**src/rtl/seq_div.sv**
```systemverilog
// Iterative radix-2 restoring divider: one quotient bit per cycle, MSB first.
// Signed mode divides magnitudes and then fixes the signs of quotient and remainder.
//
// state  | meaning
// -------+-----------------------------------------------------------------
// S_IDLE | waiting for start; operands captured on acceptance
// S_CALC | one trial subtraction per edge until the counter reaches zero
// S_FIX  | apply result signs (or divide-by-zero values), register outputs
// S_DONE | one-cycle done pulse, then back to idle
module seq_div #(
  parameter int BW = 32
) (
  input  logic          clk,
  input  logic          rst_n,
  input  logic          start,
  input  logic          signed_mode,
  input  logic [BW-1:0] dividend,
  input  logic [BW-1:0] divisor,
  output logic          busy,
  output logic          done,
  output logic [BW-1:0] quotient,
  output logic [BW-1:0] remainder,
  output logic          div_by_zero
);

  typedef enum logic [1:0] {
    S_IDLE = 2'd0,
    S_CALC = 2'd1,
    S_FIX  = 2'd2,
    S_DONE = 2'd3
  } state_t;

  state_t        state;
  logic [BW-1:0] r_q;
  logic [BW-1:0] q_q;
  logic [BW-1:0] d_q;
  logic [BW-1:0] cnt_q;
  logic          q_neg_q;
  logic          r_neg_q;
  logic          dbz_q;

  logic          dvd_neg;
  logic          dvs_neg;
  logic [BW-1:0] dvd_mag;
  logic [BW-1:0] dvs_mag;
  logic [BW:0]   r_sh;
  logic [BW:0]   trial;
  logic          take;

  assign dvd_neg = signed_mode & dividend[BW-1];
  assign dvs_neg = signed_mode & divisor[BW-1];
  assign dvd_mag = dvd_neg ? -dividend : dividend;
  assign dvs_mag = dvs_neg ? -divisor : divisor;

  // The partial remainder is always below the divisor, so the shifted value
  // fits in BW+1 bits and the trial difference's top bit is its sign.
  assign r_sh  = {r_q, q_q[BW-1]};
  assign trial = r_sh - {1'b0, d_q};
  assign take  = ~trial[BW];

  always_ff @(posedge clk or negedge rst_n) begin
    if (!rst_n) begin
      state       <= S_IDLE;
      r_q         <= '0;
      q_q         <= '0;
      d_q         <= '0;
      cnt_q       <= '0;
      q_neg_q     <= 1'b0;
      r_neg_q     <= 1'b0;
      dbz_q       <= 1'b0;
      busy        <= 1'b0;
      done        <= 1'b0;
      quotient    <= '0;
      remainder   <= '0;
      div_by_zero <= 1'b0;
    end else begin
      case (state)
        S_IDLE: begin
          done <= 1'b0;
          if (start) begin
            busy    <= 1'b1;
            d_q     <= dvs_mag;
            q_neg_q <= dvd_neg ^ dvs_neg;
            r_neg_q <= dvd_neg;
            if (divisor == '0) begin
              // Raw dividend is kept so the remainder reports it unmodified.
              dbz_q <= 1'b1;
              r_q   <= dividend;
              q_q   <= '0;
              state <= S_FIX;
            end else begin
              dbz_q <= 1'b0;
              r_q   <= '0;
              q_q   <= dvd_mag;
              cnt_q <= BW'(BW);
              state <= S_CALC;
            end
          end
        end
        S_CALC: begin
          if (cnt_q == '0) begin
            state <= S_FIX;
          end else begin
            r_q   <= take ? trial[BW-1:0] : r_sh[BW-1:0];
            q_q   <= {q_q[BW-2:0], take};
            cnt_q <= cnt_q - BW'(1);
          end
        end
        S_FIX: begin
          if (dbz_q) begin
            quotient  <= '1;
            remainder <= r_q;
          end else begin
            quotient  <= q_neg_q ? -q_q : q_q;
            remainder <= r_neg_q ? -r_q : r_q;
          end
          div_by_zero <= dbz_q;
          busy        <= 1'b0;
          done        <= 1'b1;
          state       <= S_DONE;
        end
        S_DONE: begin
          done  <= 1'b0;
          state <= S_IDLE;
        end
        default: state <= S_IDLE;
      endcase
    end
  end

endmodule
```
**config.mk**
```make
export PLATFORM = sky130hd
export DESIGN_NAME = seq_div
export DESIGN_NICKNAME = d
export VERILOG_FILES = /design/src/rtl/seq_div.sv
export SDC_FILE = /design/constraint.sdc
export NUM_CORES = 1
export LEC_CHECK = 0
export CORE_MARGIN = 8
export CORE_UTILIZATION = 30
export DETAILED_ROUTE_END_ITERATION = 10
export HOLD_SLACK_MARGIN = 0.1
export REMOVE_ABC_BUFFERS = 1
export SYNTH_ARGS = -nofsm -noshare
export SYNTH_HDL_FRONTEND = slang
export SYNTH_SLANG_ARGS = --single-unit
```
**constraint.sdc**
```tcl
create_clock -name clk -period 8.25 [get_ports clk]
set_input_delay 1.65 -clock clk [delete_from_list [all_inputs] [get_ports clk]]
set_output_delay 1.65 -clock clk [all_outputs]
set_load 0.02 [all_outputs]
```
Word-level counts from Yosys, hierarchy flattened
Index checks and enable logic that the tools add are counted. W data, S select, Z words.

Input port bits: 68. Logic and storage cells: 69. Output and inout bits: 67. Flip-flop bits (word level): 200.

Eq/ne operators: 7. Add/subtract/negate cells: 6. Bitwise logic cells: 4. Reduce and logical (&&, ||, !) cells: 12. Muxes and demuxes: 27.

Operators with widths (count): $mux W32 (16); $pmux W32 S2 (3); $neg A32 Y32 (4); $logic_not A32 Y1 (2); $sub A33 B32 Y33 (1); $sub A32 B1 Y32 const B (1); $ne A2 B2 Y1 const B (4); $pmux W2 S4 (1); $mux W2 (3); $reduce_and A2 Y1 (3); $reduce_bool A2 Y1 (3); $eq A2 B2 Y1 const B (2); $pmux W1 S2 (2); $reduce_and A4 Y1 (1); $reduce_and A3 Y1 (1); $and A1 B1 Y1 (2); $eq A2 B1 Y1 const B (1); $logic_not A2 Y1 (1); $mux W1 (2); $reduce_or A2 Y1 (1); $not A1 Y1 (1); $xor A1 B1 Y1 (1).

Depth between registers and ports, before layout
Gate-level depths: netlist of run 1.

Depth in word-level cells: 5. Mapped depth: 13. Gate-level depth less buffers: 12.

Worst setup path before layout of run 1
OpenSTA, ideal clock, no wires.

Path type: in2reg. Start point: input divisor[0]. End point: register cnt_q[11]. Stages on the path: 11. Arrival time: 3706 ps. Library setup time: 121 ps. Path buffers: 2. Slack: 4423 ps. Cells stage by stage: inv_1 > ha_1 > or3b_1 > nor4_4 > nand4_1 > o21ai_1 > a21o_1 > buf_4 > buf_4 > o21ai_1 > a22o_1.

Cells in the longest elaborated chain, start to end: 3.

Ends and longest elaborated chain: start: declaration (line 18) `input logic [BW-1:0] divisor,`; $logic_not A32 Y1 (line 85) `if (divisor == '0) begin`; $ne A2 B2 Y1 (no line); $reduce_and A4 Y1 (no line); end signal: assignment (line 95) `cnt_q <= BW'(BW);`; end signal: assignment (line 106) `cnt_q <= cnt_q - BW'(1);`; end: declaration (line 37) `logic [BW-1:0] cnt_q;`.

No other way between the ends. A chain may end at the register's enable or synchronous reset.

Worst setup path in the final report of run 1
Start point: input divisor[1]. End point: register cnt_q[18].

The elaborated chain is that of the path after synthesis.

==> results of run 1 <==
through the flow:
stage / hold WS [ns] / cell area [µm²]
5_1_grt: 0.497 / 15800
6_report: 0.480 / 15800
3_3_place_gp: 0.463 / 15200
4_1_cts: 0.490 / 15800
3_5_place_dp: 0.474 / 15200
2_1_floorplan: 0.450 / 13000
routing by layer:
layer | GRT usage (%) | part of all wire (%) | vias to the layer above
met5 | 0 | 0.033 | -
met4 | 6.79 | 3.1 | 2
met3 | 2.86 | 5.4 | 61
met2 | 25.4 | 47 | 302
met1 | 19.7 | 44 | 5527
li1 | - | - | 5811
synthesized netlist by cell type, drive strengths merged, types with 12 or more instances:
master	count	share of area, %
o21ai	155	5.8
xnor2	93	6.1
clkbuf	61	1.7
o31ai	16	1.0
a31oi	25	1.2
nand2	182	5.2
nor3	53	2.3
mux2i	21	1.6
nand3	20	0.75
ha	42	3.9
a22oi	34	1.9
or3	21	1.1
or4	13	0.79
nand2b	22	1.0
nor2	134	3.8
dfrtp	200	37
xor2	64	4.2
a21oi	137	5.2
o22a	31	2.0
buf	22	0.94
inv	58	1.6
o41ai	14	1.1
o211ai	12	0.67
nor4	22	1.3
power groups by stage:
stage                     Combinational, mW  Clock (mW)  Sequential (mW)
final                                  4.54       0.910             1.94
after global routing                   5.05       0.967             2.02
after CTS                              4.56       0.932             1.94
after detailed placement               4.55           0             1.96
after global placement                 4.49           0             1.94
after floorplan                        3.06           0             2.02
layout make-up:
class	instances	area (µm²)	share of cell area, %
multi-input cells	1231	7800	49.3
flip-flops and latches	200	5000	31.6
repair buffers	144	1420	8.97
well taps	592	741	4.68
clock buffers	18	429	2.71
inverters	59	221	1.40
clock inverters	14	199	1.26
diodes	6	15.0	0.0949
flip-flops by register name, indices dropped and copies added (netlist names):
name	count
done	1
q_q	32
r_q	32
quotient	32
busy	1
r_neg_q	1
q_neg_q	1
div_by_zero	1
state	2
cnt_q	32
remainder	32
dbz_q	1
d_q	32
worst reg2reg max path: stages (launching register included):
cell and delay [ns]:
dfrtp_1 0.55, inv_1 0.09, ha_1 0.23, fa_1 0.40
nand2b_1 0.19, a21oi_1 0.30, o21ai_1 0.15, a21oi_1 0.44
o2111ai_1 0.26, a21oi_1 0.79, nor2_2 0.39, buf_4 0.30
o311ai_0 0.29, a21oi_1 0.11
kinds of logic (layout without fill, tap and decap cells):
kind of cell | after synthesis | count (layout)
AO/OA/AOI/OAI | 487 | 487
XOR/XNOR | 157 | 157
adder cells (fa/ha/maj) | 43 | 43
buffers and inverters | 142 | 235
flip-flops | 200 | 200
multiplexers | 25 | 25
other | 0 | 6
AND/OR/NAND/NOR | 519 | 519
worst paths after layout:
| path | to | slack (ns) | cells after the start |
|---|---|---|---|
| max | cnt_q[18] | 3.23 | 12 |
| min reg2reg | d_q[2] | 0.48 | 2 |
| min in group asynchronous | cnt_q[15] | 1.18 | 1 |
| max in group asynchronous | cnt_q[21] | 5.65 | 2 |
| max reg2reg | r_q[29] | 3.63 | 13 |
| min | d_q[2] | 0.48 | 2 |
==> results.py, run 1 <==
metrics = {
    "finish": {
        "layout_common_cells": "dfrtp_1, nand2_1, a21oi_1, clkdlybuf4s50_1, nor2_1",
        "final_common_cell": "dfrtp_1",
        "final_util_pct": 35.9,
        "finalNetCount": 1764,
        "area_growth_pct": 18.5,
        "drive_gt1_share_pct": 5.52,
        "final_cells": 2264,
        "fill_cells": 4561,
    },
    "clocking": {
        "clk_latency_ns": 0.46,
        "h-tree-depth": 4,
        "root_buffer": "clkbuf_16",
        "numCtsBuffers": 17,
        "ctsResizeCount": 0,
        "cts_hold_buf": 0,
        "cts_setup_buffers": 0,
        "cts_sinks": 200,
        "clk_path_buf_depth": 2,
        "clk_pin_slew_worst_paths_ns": 0.07,
        "tritoncts": "yes",
    },
    "die": {
        "start_util_pct": 30.3,
        "rows": 77,
        "die_y_um": 227,
        "die_w_um": 227,
        "io_pins": 135,
        "die_area_um2": 51500,
        "core_um2": 44100,
    },
    "pwr": {
        "p_sw_share_pct": 48.4,
        "power_mw": 7.39,
        "p_leak_nw": 6.30,
        "internal_power_mw": 3.81,
        "power.share.clock_pct": 12.3,
        "p_switching_mw": 3.58,
        "ir_worst_vdd_mv": 0.236,
        "pwr-share-comb_pct": 61.4,
        "cellPowerDensity_nw_per_um2": 467,
        "pwr-share-seq_pct": 26.3,
    },
    "global_route": {
        "grt_max_degree": 81,
        "globalRoute.totalOverflow": 0,
        "grt_pass1_vias": 11500,
        "grt.total_usage_pct": 15.5,
        "grt_pass1_wl_um": 63500,
        "antenna_found_initial": 7,
    },
    "timing": {
        "worstMarginPinSlew_ns": 1.28,
        "setup_viol": 0,
        "tns_ns": 0,
        "skew_ns": 0.0131,
        "grt_setup_unrepaired": "no",
        "fin_ws_ns": 3.23,
        "maxSlewViolCount": 0,
        "max_freq_mhz": 199,
        "hold_viol": 0,
        "min_period_over_period_pct": 60.9,
        "period_needed_ns": 5.02,
        "slew_headroom_pct": 14.6,
    },
    "worst_setup_path": {
        "path_delay_family": "simple AND/OR/NAND/NOR gates",
        "crit_path_max_fanout": 29,
        "critPathLaunch": "divisor[1]",
        "crit_path_max_incr_delay_ns": 0.72,
        "crit_chain": "clkdlybuf4s50_1, inv_1, ha_1, or3b_1, nor4_4, nand4_1, o21ai_1, a21o_1, or3_1, nor3_1, xnor2_1, nor2_1",
        "path_class": "in -> reg",
        "crit_arrival_ns": 5.32,
        "cp.required_ns": 8.55,
        "reg2reg_from": "q_q[31]",
        "cpMaxStageDelayCell": "a21o_1",
        "critPathLaunchType": "primary input",
        "worst_setup_path_end_kind": "register",
        "path_buf_inv": 2,
    },
    "flow_run": {
        "drv_cap": 0,
    },
    "routing": {
        "wirelength_um": 39700,
        "dr.pass1.iters": 5,
        "vias_per_cell": 5.17,
        "antenna_left": 0,
        "wire_per_inst_um": 17.5,
        "dr_total_vias": 11700,
        "drtIter0Drc": 831,
        "drc": 0,
    },
    "logic_synthesis": {
        "ys_seq_area_share_pct": 37.5,
        "synthAdderAreaFrac_pct": 4.08,
        "synth-simple-area-share_pct": 19.0,
        "syn_area_um2": 13400,
        "synth_edf_count": 0,
        "synth_cell_types": 84,
        "async_flop_share_pct": 100,
        "synth_top_family_by_area": "compound AO/OA/AOI/OAI gates",
        "synth.avg_cell_area_um2": 8.49,
        "synthMuxAreaShare_pct": 1.94,
        "synth_ff_type": "dfrtp_1",
        "syn_inst": 1573,
        "yosys_warnings": 0,
        "synth-compound-area-share_pct": 22.9,
        "synthXorXnorAreaFrac_pct": 10.3,
        "ys_ff_latch": 200,
    },
    "placed_design": {
        "post-dp-hpwl_um": 30800,
        "place_ws_ns": 2.71,
        "dp_cells": 2226,
        "port_buffers": 134,
        "place_congestion": 0.849,
    },
    "status": {
        "status": "completed",
    },
    "min_path": {
        "hold_path.class": "reg -> reg",
        "hold_start": "d_q[2]",
    },
}
No activity file was read; power rests on OpenSTA's default activity.
==> run 2: changes to the inputs <==
==> constraint.sdc (replaced) <==
create_clock -name clk -period 4.59 [get_ports clk]
set_input_delay 0.918 -clock clk [delete_from_list [all_inputs] [get_ports clk]]
set_output_delay 0.918 -clock clk [all_outputs]
set_load 0.02 [all_outputs]
==> run 2 against run 1 <==
Compared with the run above: sequential share of layout area down 0.16 points; core utilization up 0.18 points; final cell count up 0.66%; sequential power up 80%; design area up 0.50%; power up 80%; combinational power up 83%; first-iteration DRC count down 8.5%; worst setup slack worse by 2.5 ns; die area unchanged; highest routed layer unchanged.
==> results.py, run 2 (synthesized netlist as in run 1, its figures left out) <==
metrics = {
    "status": {
        "status": "completed",
    },
    "routing": {
        "vias_per_cell": 5.17,
        "wire_per_inst_um": 17.8,
        "drtIter0Drc": 760,
        "drc": 0,
        "wirelength_um": 40500,
        "antenna_left": 0,
        "dr_total_vias": 11800,
        "dr.pass1.iters": 6,
    },
    "worst_setup_path": {
        "cpMostUsedCell": "a21oi_1",
        "worst_setup_path_end_kind": "register",
        "path_class": "reg -> reg",
        "crit_chain": "inv_1, ha_1, fa_1, nand2b_1, a21oi_1, o21ai_1, a21oi_1, o2111ai_1, nand3_1, nand2_1, nor4_1, nor3_1",
        "r2r_end": "r_q[30]",
        "critPathLaunchType": "register",
        "cp.required_ns": 4.93,
        "crit_path_max_fanout": 13,
        "rrSetupSlack_ns": 0.73,
        "reg2reg_from": "q_q[31]",
        "critPathCapture": "r_q[30]",
        "crit_arrival_ns": 4.20,
        "cpMaxStageDelayCell": "dfrtp_1",
        "crit_path_max_incr_delay_ns": 0.47,
        "reg2reg_depth": 12,
        "critPathLaunch": "q_q[31]",
    },
    "timing": {
        "tns_ns": 0,
        "min_period_over_period_pct": 84.1,
        "worstMarginPinSlew_ns": 1.20,
        "max_freq_mhz": 259,
        "slew_headroom_pct": 20.0,
        "skew_ns": 0.0112,
        "grt_setup_unrepaired": "no",
        "hold_viol": 0,
        "maxSlewViolCount": 0,
        "period_needed_ns": 3.86,
        "setup_viol": 0,
    },
    "finish": {
        "layout_common_cells": "dfrtp_1, nand2_1, a21oi_1, clkdlybuf4s50_1, nor2_1",
        "fin_area_um2": 15900,
        "drive_gt1_share_pct": 6.53,
        "finalNetCount": 1783,
        "final_cells": 2279,
        "final_common_cell": "dfrtp_1",
        "fill_cells": 4540,
        "final_util_pct": 36.1,
        "area_growth_pct": 19.1,
    },
    "pwr": {
        "internal_power_mw": 6.77,
        "p_sw_share_pct": 49.0,
        "power.share.clock_pct": 11.1,
        "ir_worst_vdd_mv": 0.346,
        "pwr-share-seq_pct": 26.3,
        "pwr-share-comb_pct": 62.6,
        "cellPowerDensity_nw_per_um2": 835,
        "power_mw": 13.3,
        "p_leak_nw": 6.39,
        "p_switching_mw": 6.51,
    },
    "placed_design": {
        "dp_cells": 2245,
        "post-dp-hpwl_um": 31400,
        "place_area_um2": 15300,
        "place_congestion": 0.865,
        "port_buffers": 134,
    },
    "clocking": {
        "clk_latency_ns": 0.46,
        "cts_sinks": 200,
        "ctsResizeCount": 0,
        "h-tree-depth": 4,
        "clk_pin_slew_worst_paths_ns": 0.08,
        "root_buffer": "clkbuf_16",
        "cts_setup_buffers": 0,
        "clk_path_buf_depth": 2,
        "tritoncts": "yes",
        "numCtsBuffers": 17,
        "cts_hold_buf": 0,
    },
    "flow_run": {
        "drv_cap": 0,
    },
    "die": {
        "die_y_um": 227,
        "die_w_um": 227,
        "io_pins": 135,
        "rows": 77,
        "die_area_um2": 51500,
        "core_um2": 44100,
        "start_util_pct": 30.3,
    },
    "global_route": {
        "globalRoute.totalOverflow": 0,
        "grt_max_degree": 100,
        "grt.total_usage_pct": 15.7,
        "grt_pass1_wl_um": 64300,
        "grt_pass1_vias": 11300,
        "antenna_found_initial": 4,
    },
    "min_path": {
        "hold_path.class": "in -> async",
    },
}
## run 2: cell count changes in the layout (fill, tap and decap cells not counted), sizes merged
cell	before	now
bufinv	4	0
buf	10	29
clkinv	6	8
inv	59	63
diode	6	3
clkinvlp	4	1
## run 2: layer usage
metal	track usage, %	share of wire (%)	vias to the layer above
met4	5.19	2.4	2
met2	25.9	48	288
met5	0	0.027	-
li1	-	-	5823
met1	20.4	44	5608
met3	2.99	5.6	53
## run 2: layout make-up
class / instances / area [µm²] / area share [%]
multi-input combinational: 1231 / 7790 / 49.0
sequential: 200 / 5000 / 31.5
timing repair buffer: 163 / 1590 / 9.98
tap: 592 / 741 / 4.66
clock buffer: 18 / 439 / 2.76
inverter: 59 / 221 / 1.39
clock inverter: 13 / 113 / 0.708
antenna: 3 / 7.51 / 0.0472
## run 2: worst min path at each step
stage / start / end / slack [ns]
finish: rst_n / remainder[26] / 0.46
global route: d_q[14] / d_q[14] / 0.50
CTS: rst_n / remainder[23] / 0.49
detailed placement: d_q[5] / d_q[5] / 0.47
global placement: d_q[19] / d_q[19] / 0.46
floorplan: d_q[10] / d_q[10] / 0.45
## run 2: stage by stage
step / hold WS (ns) / worst slack (ns)
final: 0.460 / 0.731
after global routing: 0.501 / 0.450
after CTS: 0.485 / 0.824
after detailed placement: 0.470 / 0.463
after global placement: 0.464 / 0.483
after floorplan: 0.450 / 0.136
## run 2: power by group through the flow
stage	registers, mW	clock network [mW]	logic, mW
5_1_grt	3.62	1.58	9.24
2_1_floorplan	3.63	0	5.49
3_5_place_dp	3.51	0	8.31
6_report	3.49	1.47	8.32
4_1_cts	3.49	1.50	8.35
3_3_place_gp	3.48	0	8.19
## run 2: critical path, delay by kind of cell (launching register included)
family	cells	cell delay [ns]
flip-flops	1	0.47
AND/OR/NAND/NOR	5	1.40
adder cells (fa/ha/maj)	2	0.64
AO/OA/AOI/OAI	4	1.18
buffers and inverters	1	0.07
